--- src/rtl/recog_result_scheduler_if.sv ---
// Calculator request/acknowledge channel: scheduler issues operands, calculator acknowledges.
interface recog_result_scheduler_if;
  logic       calc_req;
  logic       calc_ack;
  logic [3:0] calc_num1;
  logic [3:0] calc_op;
  logic [3:0] calc_num2;

  modport master (
    output calc_req,
    output calc_num1,
    output calc_op,
    output calc_num2,
    input  calc_ack
  );

  modport slave (
    input  calc_req,
    input  calc_num1,
    input  calc_op,
    input  calc_num2,
    output calc_ack
  );
endinterface

--- src/rtl/recog_result_scheduler.sv ---
// Debounces recognised digit/operator triples across frames and issues stable expressions
// to the calculator, holding the result-valid/blank state for the overlay.
module recog_result_scheduler #(
  parameter int unsigned STABLE_FRAMES  = 4,
  parameter int unsigned TIMEOUT_FRAMES = 60,
  parameter bit          VS_POL         = 1'b1
) (
  input  logic                            clk_Image_Process,
  input  logic                            Rst,
  input  logic                            enable,
  input  logic                            RGB_VSync_Src,
  input  logic                            RGB_VDE_Src,
  input  logic [3:0]                      num1_in,
  input  logic [3:0]                      num2_in,
  input  logic [3:0]                      num3_in,
  recog_result_scheduler_if.master        calc,
  output logic                            result_valid,
  output logic                            disp_blank,
  output logic [2:0]                      stable_cnt
);

  localparam logic [2:0] StableMax  = 3'(STABLE_FRAMES);
  localparam logic [7:0] TimeoutMax = 8'(TIMEOUT_FRAMES);

  typedef enum logic [1:0] {StIdle, StSample, StCompare, StIssue} state_e;

  state_e     state_q;
  logic       vs_d_q;
  logic       frame_seen_q;
  logic [3:0] cand1_q, cand_op_q, cand2_q;
  logic [7:0] miss_q;
  logic       calc_req_q;
  logic [3:0] calc_num1_q, calc_op_q, calc_num2_q;
  logic       result_valid_q;
  logic [2:0] stable_cnt_q;

  logic       tick, counted, in_valid, in_same, cand_new;
  logic [7:0] miss_inc;

  assign tick     = (RGB_VSync_Src == VS_POL) && (vs_d_q != VS_POL);
  // Ticks closing a frame with no active video carry no recognition data.
  assign counted  = tick && frame_seen_q;
  assign in_valid = (num1_in <= 4'd9) && (num2_in >= 4'd10) && (num2_in <= 4'd13) &&
                    (num3_in <= 4'd9);
  assign in_same  = {num1_in, num2_in, num3_in} == {cand1_q, cand_op_q, cand2_q};
  assign cand_new = {cand1_q, cand_op_q, cand2_q} != {calc_num1_q, calc_op_q, calc_num2_q};
  assign miss_inc = (miss_q < TimeoutMax) ? miss_q + 8'd1 : miss_q;

  always_ff @(posedge clk_Image_Process or negedge Rst) begin
    if (!Rst) begin
      state_q        <= StIdle;
      vs_d_q         <= 1'b0;
      frame_seen_q   <= 1'b0;
      cand1_q        <= 4'd15;
      cand_op_q      <= 4'd15;
      cand2_q        <= 4'd15;
      miss_q         <= 8'd0;
      calc_req_q     <= 1'b0;
      calc_num1_q    <= 4'd0;
      calc_op_q      <= 4'd0;
      calc_num2_q    <= 4'd0;
      result_valid_q <= 1'b0;
      stable_cnt_q   <= 3'd0;
    end else begin
      vs_d_q <= RGB_VSync_Src;
      if (tick) begin
        frame_seen_q <= RGB_VDE_Src;
      end else if (RGB_VDE_Src) begin
        frame_seen_q <= 1'b1;
      end

      unique case (state_q)
        StIdle: begin
          cand1_q        <= 4'd15;
          cand_op_q      <= 4'd15;
          cand2_q        <= 4'd15;
          miss_q         <= 8'd0;
          calc_req_q     <= 1'b0;
          calc_num1_q    <= 4'd0;
          calc_op_q      <= 4'd0;
          calc_num2_q    <= 4'd0;
          result_valid_q <= 1'b0;
          stable_cnt_q   <= 3'd0;
          if (enable) state_q <= StSample;
        end
        StSample: begin
          if (!enable) begin
            state_q <= StIdle;
          end else if (counted) begin
            cand1_q   <= num1_in;
            cand_op_q <= num2_in;
            cand2_q   <= num3_in;
            if (in_valid) begin
              miss_q <= 8'd0;
              if (!in_same) stable_cnt_q <= 3'd1;
              else if (stable_cnt_q < StableMax) stable_cnt_q <= stable_cnt_q + 3'd1;
            end else begin
              stable_cnt_q <= 3'd0;
              miss_q       <= miss_inc;
              if (miss_inc >= TimeoutMax) result_valid_q <= 1'b0;
            end
            state_q <= StCompare;
          end
        end
        StCompare: begin
          if (stable_cnt_q == StableMax && (!result_valid_q || cand_new)) begin
            calc_req_q  <= 1'b1;
            calc_num1_q <= cand1_q;
            calc_op_q   <= cand_op_q;
            calc_num2_q <= cand2_q;
            state_q     <= StIssue;
          end else begin
            state_q <= StSample;
          end
        end
        StIssue: begin
          // Timeout keeps running while the calculator stalls; the ack below takes priority.
          if (counted) begin
            if (in_valid) begin
              miss_q <= 8'd0;
            end else begin
              miss_q <= miss_inc;
              if (miss_inc >= TimeoutMax) result_valid_q <= 1'b0;
            end
          end
          if (calc_req_q && calc.calc_ack) begin
            calc_req_q     <= 1'b0;
            result_valid_q <= 1'b1;
            state_q        <= enable ? StSample : StIdle;
          end
        end
        default: state_q <= StIdle;
      endcase
    end
  end

  assign calc.calc_req  = calc_req_q;
  assign calc.calc_num1 = calc_num1_q;
  assign calc.calc_op   = calc_op_q;
  assign calc.calc_num2 = calc_num2_q;
  assign result_valid   = result_valid_q;
  assign disp_blank     = ~result_valid_q;
  assign stable_cnt     = stable_cnt_q;

endmodule

--- src/flat_wrapper.sv ---
// flat-port wrapper written by rule: the top's interface ports become plain ports
module recog_result_scheduler_flat 
#(
  parameter int unsigned STABLE_FRAMES  = 4,
  parameter int unsigned TIMEOUT_FRAMES = 60,
  parameter bit          VS_POL         = 1'b1
)
  (clk_Image_Process, Rst, enable, RGB_VSync_Src, RGB_VDE_Src, num1_in, num2_in, num3_in, result_valid, disp_blank, stable_cnt, calc_calc_req, calc_calc_num1, calc_calc_op, calc_calc_num2, calc_calc_ack);
  recog_result_scheduler_if calc_i ();
  input  logic clk_Image_Process;
  input  logic Rst;
  input  logic enable;
  input  logic RGB_VSync_Src;
  input  logic RGB_VDE_Src;
  input  logic [3:0] num1_in;
  input  logic [3:0] num2_in;
  input  logic [3:0] num3_in;
  output logic result_valid;
  output logic disp_blank;
  output logic [2:0] stable_cnt;
  output wire logic [$bits(calc_i.calc_req)-1:0] calc_calc_req;
  output wire logic [$bits(calc_i.calc_num1)-1:0] calc_calc_num1;
  output wire logic [$bits(calc_i.calc_op)-1:0] calc_calc_op;
  output wire logic [$bits(calc_i.calc_num2)-1:0] calc_calc_num2;
  input wire logic [$bits(calc_i.calc_ack)-1:0] calc_calc_ack;
  assign calc_calc_req = calc_i.calc_req;
  assign calc_calc_num1 = calc_i.calc_num1;
  assign calc_calc_op = calc_i.calc_op;
  assign calc_calc_num2 = calc_i.calc_num2;
  assign calc_i.calc_ack = calc_calc_ack;
  recog_result_scheduler #(.STABLE_FRAMES(STABLE_FRAMES), .TIMEOUT_FRAMES(TIMEOUT_FRAMES), .VS_POL(VS_POL)) u_core (.clk_Image_Process(clk_Image_Process), .Rst(Rst), .enable(enable), .RGB_VSync_Src(RGB_VSync_Src), .RGB_VDE_Src(RGB_VDE_Src), .num1_in(num1_in), .num2_in(num2_in), .num3_in(num3_in), .calc(calc_i), .result_valid(result_valid), .disp_blank(disp_blank), .stable_cnt(stable_cnt));
endmodule
--- config.mk ---
export PLATFORM = sky130hd
export DESIGN_NAME = recog_result_scheduler_flat
export DESIGN_NICKNAME = d
export VERILOG_FILES = /design/src/rtl/recog_result_scheduler_if.sv /design/src/rtl/recog_result_scheduler.sv /design/src/flat_wrapper.sv
export SDC_FILE = /design/constraint.sdc
export NUM_CORES = 1
export LEC_CHECK = 0
export CORE_UTILIZATION = 55
export CTS_BUF_LIST = sky130_fd_sc_hd__clkbuf_8
export DETAILED_ROUTE_END_ITERATION = 10
export DONT_BUFFER_PORTS = 1
export PLACE_DENSITY_LB_ADDON = 0.05
export SYNTH_ARGS = -nofsm -noshare
export SYNTH_HDL_FRONTEND = slang
export SYNTH_SLANG_ARGS = --single-unit
--- constraint.sdc ---
create_clock -name clk_Image_Process -period 1.4 [get_ports clk_Image_Process]
set_input_delay 0.28 -clock clk_Image_Process [delete_from_list [all_inputs] [get_ports clk_Image_Process]]
set_output_delay 0.28 -clock clk_Image_Process [all_outputs]
set_load 0.02 [all_outputs]
# ---- Word-level counts from Yosys, hierarchy flattened
# Index checks and enable logic that the tools add are counted.
dict set report totals {
  mem_bits_ro 0
  ram_bits 0
  mem_count 0
  reg_bits 41
  out_inout_bits 18
  wordCells 102
  inputBits 18
  latchBits 0
}
dict set report classes {
  div_mod_pow 0
  n_eq_ne 13
  multipliers 0
  bitwise 2
  magnitude_cmp 7
  add_sub_neg 2
  n_reduce_logical 21
  shift 0
  muxes 44
}
# cell n
set ops {}
lappend ops {{4-bit case mux with 2 select lines} 6}
lappend ops {{4-bit 2-to-1 mux} 9}
lappend ops {{8-bit 2-to-1 mux} 4}
lappend ops {{8-bit case mux with 3 select lines} 1}
lappend ops {{3-bit 2-to-1 mux} 5}
lappend ops {{12-bit equality test} 1}
lappend ops {{4-bit less-or-equal comparator, second input constant} 3}
lappend ops {{12-bit inequality test} 1}
lappend ops {{1-bit 2-to-1 mux} 10}
lappend ops {{2-bit 2-to-1 mux} 5}
lappend ops {{3-bit AND reduction} 3}
lappend ops {{8-bit by 1-bit adder with 8-bit output, second input constant} 1}
lappend ops {{8-bit by 6-bit greater-or-equal comparator with 1-bit output, second input constant} 1}
lappend ops {{8-bit by 6-bit < comparator with 1-bit output, second input constant} 1}
lappend ops {{2-bit case mux with 4 select lines} 1}
lappend ops {{1-bit logical AND} 7}
lappend ops {{2-bit by 1-bit inequality test with 1-bit output, second input constant} 3}
lappend ops {{1-bit case mux with 3 select lines} 2}
lappend ops {{3-bit case mux with 2 select lines} 1}
lappend ops {{2-bit nonzero test} 3}
lappend ops {{3-bit nonzero test} 2}
lappend ops {{2-bit equality test, second input constant} 2}
lappend ops {{4-bit greater-or-equal comparator, second input constant} 1}
lappend ops {{2-bit inequality test, second input constant} 2}
lappend ops {{12 further kinds} 14}

# ---- Longest topological paths before layout
dict set report logic_depth {
  depth_word 8
  depth_mapped 7
  depth_no_buf 6
}

# ---- Worst setup path after synthesis
# OpenSTA, ideal clock, no wires.
dict set report synth_path {
  kind {flip-flop to flip-flop}
  startpoint {reg u_core.cand2_q[3]}
  endpoint {reg u_core.calc_num1_q[0] (netlist: u_core.calc.calc_num1[0])}
  required_time_ps 1276
  synth_period_minus_slack_ps 1593
  setup_ps 124
  setup_slack_ps -193
  stages_incl_launch_ff 7
  arrival_time_ps 1469
  path_buffers 1
  path_cell_list {dfstp_2 > xnor2_1 > nand4_1 > nor4_2 > nor3_2 > buf_6 > mux2i_1}
}
dict set report synth_between {
  elab_chain_len 5
}
# element line_no
set synth_rtl {}
lappend synth_rtl {{start: declaration} recog_result_scheduler.sv:30} ;# logic [3:0] cand1_q, cand_op_q, cand2_q;
lappend synth_rtl {{start signal: assignment} recog_result_scheduler.sv:92} ;# cand2_q <= num3_in;
lappend synth_rtl {{12-bit inequality test} recog_result_scheduler.sv:46} ;# assign cand_new = {cand1_q, cand_op_q, cand2_q} != {calc_num1_q, calc_op_q, calc_num2_q};
lappend synth_rtl {{1-bit logical OR} recog_result_scheduler.sv:106} ;# if (stable_cnt_q == StableMax && (!result_valid_q || cand_new)) begin
lappend synth_rtl {{1-bit logical AND} recog_result_scheduler.sv:106}
lappend synth_rtl {{2-bit by 1-bit inequality test with 1-bit output (no line)} n/a}
lappend synth_rtl {{2-bit AND reduction (no line)} n/a}
lappend synth_rtl {{end signal: assignment} recog_result_scheduler.sv:108} ;# calc_num1_q <= cand1_q;
lappend synth_rtl {{end: declaration} recog_result_scheduler.sv:33} ;# logic [3:0] calc_num1_q, calc_op_q, calc_num2_q;
# No other way between the ends.
# A chain may end at the register's enable or synchronous reset.

# ---- Final worst setup path
dict set report layout_path {
  startpoint {reg u_core.cand_op_q[0]}
  endpoint {reg u_core.stable_cnt_q[2] (netlist: u_core.stable_cnt[2])}
}
dict set report layout_between {
  elab_chain_len 6
  elab_cells_between_ends 8
  classes_between {eq/ne (2); mux (5); reduce/logical (1)}
}
# element line_no
set layout_rtl {}
lappend layout_rtl {{start: declaration} recog_result_scheduler.sv:30}
lappend layout_rtl {{start signal: assignment} recog_result_scheduler.sv:91} ;# cand_op_q <= num2_in;
lappend layout_rtl {{12-bit equality test (*)} recog_result_scheduler.sv:45} ;# assign in_same = {num1_in, num2_in, num3_in} == {cand1_q, cand_op_q, cand2_q};
lappend layout_rtl {{3-bit 2-to-1 mux} recog_result_scheduler.sv:95} ;# if (!in_same) stable_cnt_q <= 3'd1;
lappend layout_rtl {{3-bit 2-to-1 mux} recog_result_scheduler.sv:93} ;# if (in_valid) begin
lappend layout_rtl {{3-bit 2-to-1 mux} recog_result_scheduler.sv:89} ;# end else if (counted) begin
lappend layout_rtl {{3-bit 2-to-1 mux} recog_result_scheduler.sv:87} ;# if (!enable) begin
lappend layout_rtl {{3-bit case mux with 2 select lines} recog_result_scheduler.sv:72} ;# unique case (state_q)
lappend layout_rtl {{end signal: assignment} recog_result_scheduler.sv:96} ;# else if (stable_cnt_q < StableMax) stable_cnt_q <= stable_cnt_q + 3'd1;
lappend layout_rtl {{end: declaration} recog_result_scheduler.sv:35} ;# logic [2:0] stable_cnt_q;
# Every way passes the cells marked *; elsewhere a longest branch is shown, timed or not. The select of a mux whose other input is x is not followed.

==> results.ini <==
[grt]
antenna_found_initial = 0
grt_pass1_vias = 1952
grt.total_usage_pct = 29.3
gr-total-overflow = 0
grt_max_degree = 42
grt_first_pass_wirelength_mm = 9.36

[sta]
finalSetupViolations = 30
fin_ws_ns = -0.345
fmax_mhz = 573
rsz0062_at_grt = yes
post-route-period-util_pct = 125
finalHoldViolations = 0
worst_slew_pin_slew_ns = 0.348
fin_crit_ns = 1.74
relSlewSlack_pct = 76.8
final_max_slew_viol_count = 0
tns_ns = -5.75
skew_ns = 0.00684

[critical_path]
required_ns = 1.64
startpoint = u_core.cand_op_q[0]$_DFFE_PN1P_
worst_setup_path_start_kind = flip-flop
end_kind = flip-flop
critical_path_arrival_ns = 1.99
worstSetupPathType = flip-flop to flip-flop
r2r_start = u_core.cand_op_q[0]$_DFFE_PN1P_
crit_path_max_fanout = 4

[detailed_routing]
postRouteAntennaNets = 0
vias = 2027
wirelength_mm = 6.64
wl_per_cell_um = 20.4
drc_errors = 0
dr.pass1.iters = 4
routed_via_density = 6.22
drt_iter0_drc = 191

[logic_synthesis]
async_reset_ff_share_pct = 100
ys.flop_type = dfrtp_1
synthCells = 220
yosysWarnings = 0
post_synth.cell_area_avg_um2 = 10.2
synth_top_area_share_pct = 32.2
syn_nets = 241
synth_cell_types = 47
yosys_register_bits = 41
seq_area_frac_synth_pct = 46.2
syn_area_mm2 = 0.00225
synth_area_leaders = dfrtp_1, dfstp_2, xnor2_1, mux2i_1, o22a_1
synth_top_area_cell = dfrtp_1
synth_enable_flop_cells = 0

[cells_and_area]
drive_gt1_share_pct = 43.2
multi_input_area_mm2 = 0.00131
fin_cells = 326
fillerInstances = 232
layout_commonest_cell = buf_4
final_cell_mix = buf_4, dfrtp_1, nand2_1
areaGrowthSynthToFinish_pct = 37.1
layout.nets = 298
ff_latch_area_mm2 = 0.00104
finish.utilization_pct = 81.3
n_antenna_cell = 0

[die]
rows = 22
die_area_mm2 = 0.00436
core_area_mm2 = 0.00380
die_h_um = 66.0
die_w_um = 66.0
io_pins = 36
start_util_pct = 59.3

[power_and_ir_drop]
ir_worst_vdd_uv = 746
power_density_mw_per_mm2 = 1020
p_leak_uw = 0.00141
p_total_uw = 3140

[placement]
dpl_worst_slack_ns = -0.286
dp_hpwl_mm = 3.96
io_buffers = 0
gp_congestion = 0.963
place_inst = 306

[clocking]
cts.clk_slew.worst_paths_ns = 0.08
cts_sinks = 41
clock_path_buffers = 2
htreeDepth = 2
cts_buffers = 5
insertion_delay_ns = 0.30
cts_tree = built
clockRootBuffer = clkbuf_8

[hold_path]
min_from = RGB_VSync_Src
holdCritPathClass = input port to flip-flop

[flow_run]
cap_violations = 0

[outcome]
failed_checks = setup timing
status = complete, but fails checks

==> cells in the mapped netlist (5+ instances only) <==
cell type  number
o21ai_0         5
a21oi_1         8
nor2_1         10
nand3_1         5
dfstp_2        12
mux2i_1        13
o22a_1         12
dfrtp_1        29
nand4_1         5
nand2_1        25
inv_1          18
xnor2_1        24
==> area by class of cell <==
cell class | instances | share of cell area, %
clock inverters | 2 | 1.22
repair buffers | 58 | 16.0
clock buffers | 6 | 2.67
multi-input cells | 153 | 42.2
inverters | 18 | 2.19
well taps | 48 | 1.94
flip-flops and latches | 41 | 33.8
==> layer usage <==
layer	vias up	wire length [um]	GRT usage (%)
met3	28	528	7.07
met4	0	255	12.0
li1	881	-	-
met5	-	0	0
met1	1000	2700	38.5
met2	118	3160	46.4
==> worst max-delay path: stages, from the launching register on <==
cell	delay [ns]
dfstp_2	0.56
buf_4	0.14
xnor2_2	0.12
nand4_1	0.15
buf_4	0.17
nor4_4	0.31
o221a_2	0.23
==> path summary, 6_finish.rpt <==
path | end | slack, ns | cells after the start
setup / recovery | u_core.stable_cnt[2]$_DFFE_PN0P_ | -0.34 | 6
hold reg to reg | u_core.frame_seen_q$_DFFE_PN0P_ | 0.52 | 1
hold / removal | u_core.vs_d_q$_DFF_PN0_ | 0.006 | 0
min in group asynchronous | u_core.calc.calc_op[1]$_DFFE_PN0P_ | 0.43 | 2
max in group asynchronous | u_core.cand1_q[1]$_DFFE_PN1P_ | 0.69 | 2
setup reg to reg | u_core.stable_cnt[2]$_DFFE_PN0P_ | -0.34 | 6
==> kinds of logic after synthesis <==
| logic type | Yosys count | share of synthesized area, % |
|---|---|---|
| AO/OA/AOI/OAI | 42 | 14.0 |
| buffers and inverters | 26 | 5.05 |
| flip-flops | 41 | 46.2 |
| multiplexers | 13 | 5.77 |
| adder cells (fa/ha/maj) | 3 | 1.67 |
| XOR/XNOR | 26 | 10.1 |
| AND/OR/NAND/NOR | 69 | 17.2 |
==> through the flow <==
stage                     cell area (um^2)  hold slack (ns)
final                                 3090          0.00627
after global routing                  3090         -0.00316
after CTS                             2940          0.00591
after detailed placement              2650          -0.0144
after global placement                2650          -0.0147
after floorplan                       2280          -0.0156
==> what timing repair did <==
action                     in CTS  in global routing
resized for setup              24                 30
hold endpoints to repair       41                  0
hold buffers                    2                  0
cloned                          1                  0
setup endpoints to repair      38                 39
buffers inserted                5                  4
pin swaps                      11                 13
==> where the power goes <==
| group | internal, uW | total (uW) | switching (uW) | leakage [uW] |
|---|---|---|---|---|
| Sequential | 1260 | 1330 | 63.8 | 0.000517 |
| Clock | 580 | 1010 | 429 | 0.0000574 |
| Combinational | 391 | 804 | 413 | 0.000839 |
==> sequential cells by signal, indices dropped and copies added (netlist names) <==
register               count
u_core.miss_q              8
u_core.calc.calc_num1      4
u_core.calc.calc_num2      4
u_core.calc.calc_op        4
u_core.cand1_q             4
u_core.cand2_q             4
u_core.cand_op_q           4
u_core.stable_cnt          3
u_core.state_q             2
u_core.calc.calc_req       1
u_core.frame_seen_q        1
u_core.result_valid        1
u_core.vs_d_q              1
Note: power is estimated with default switching activity, not from simulation.
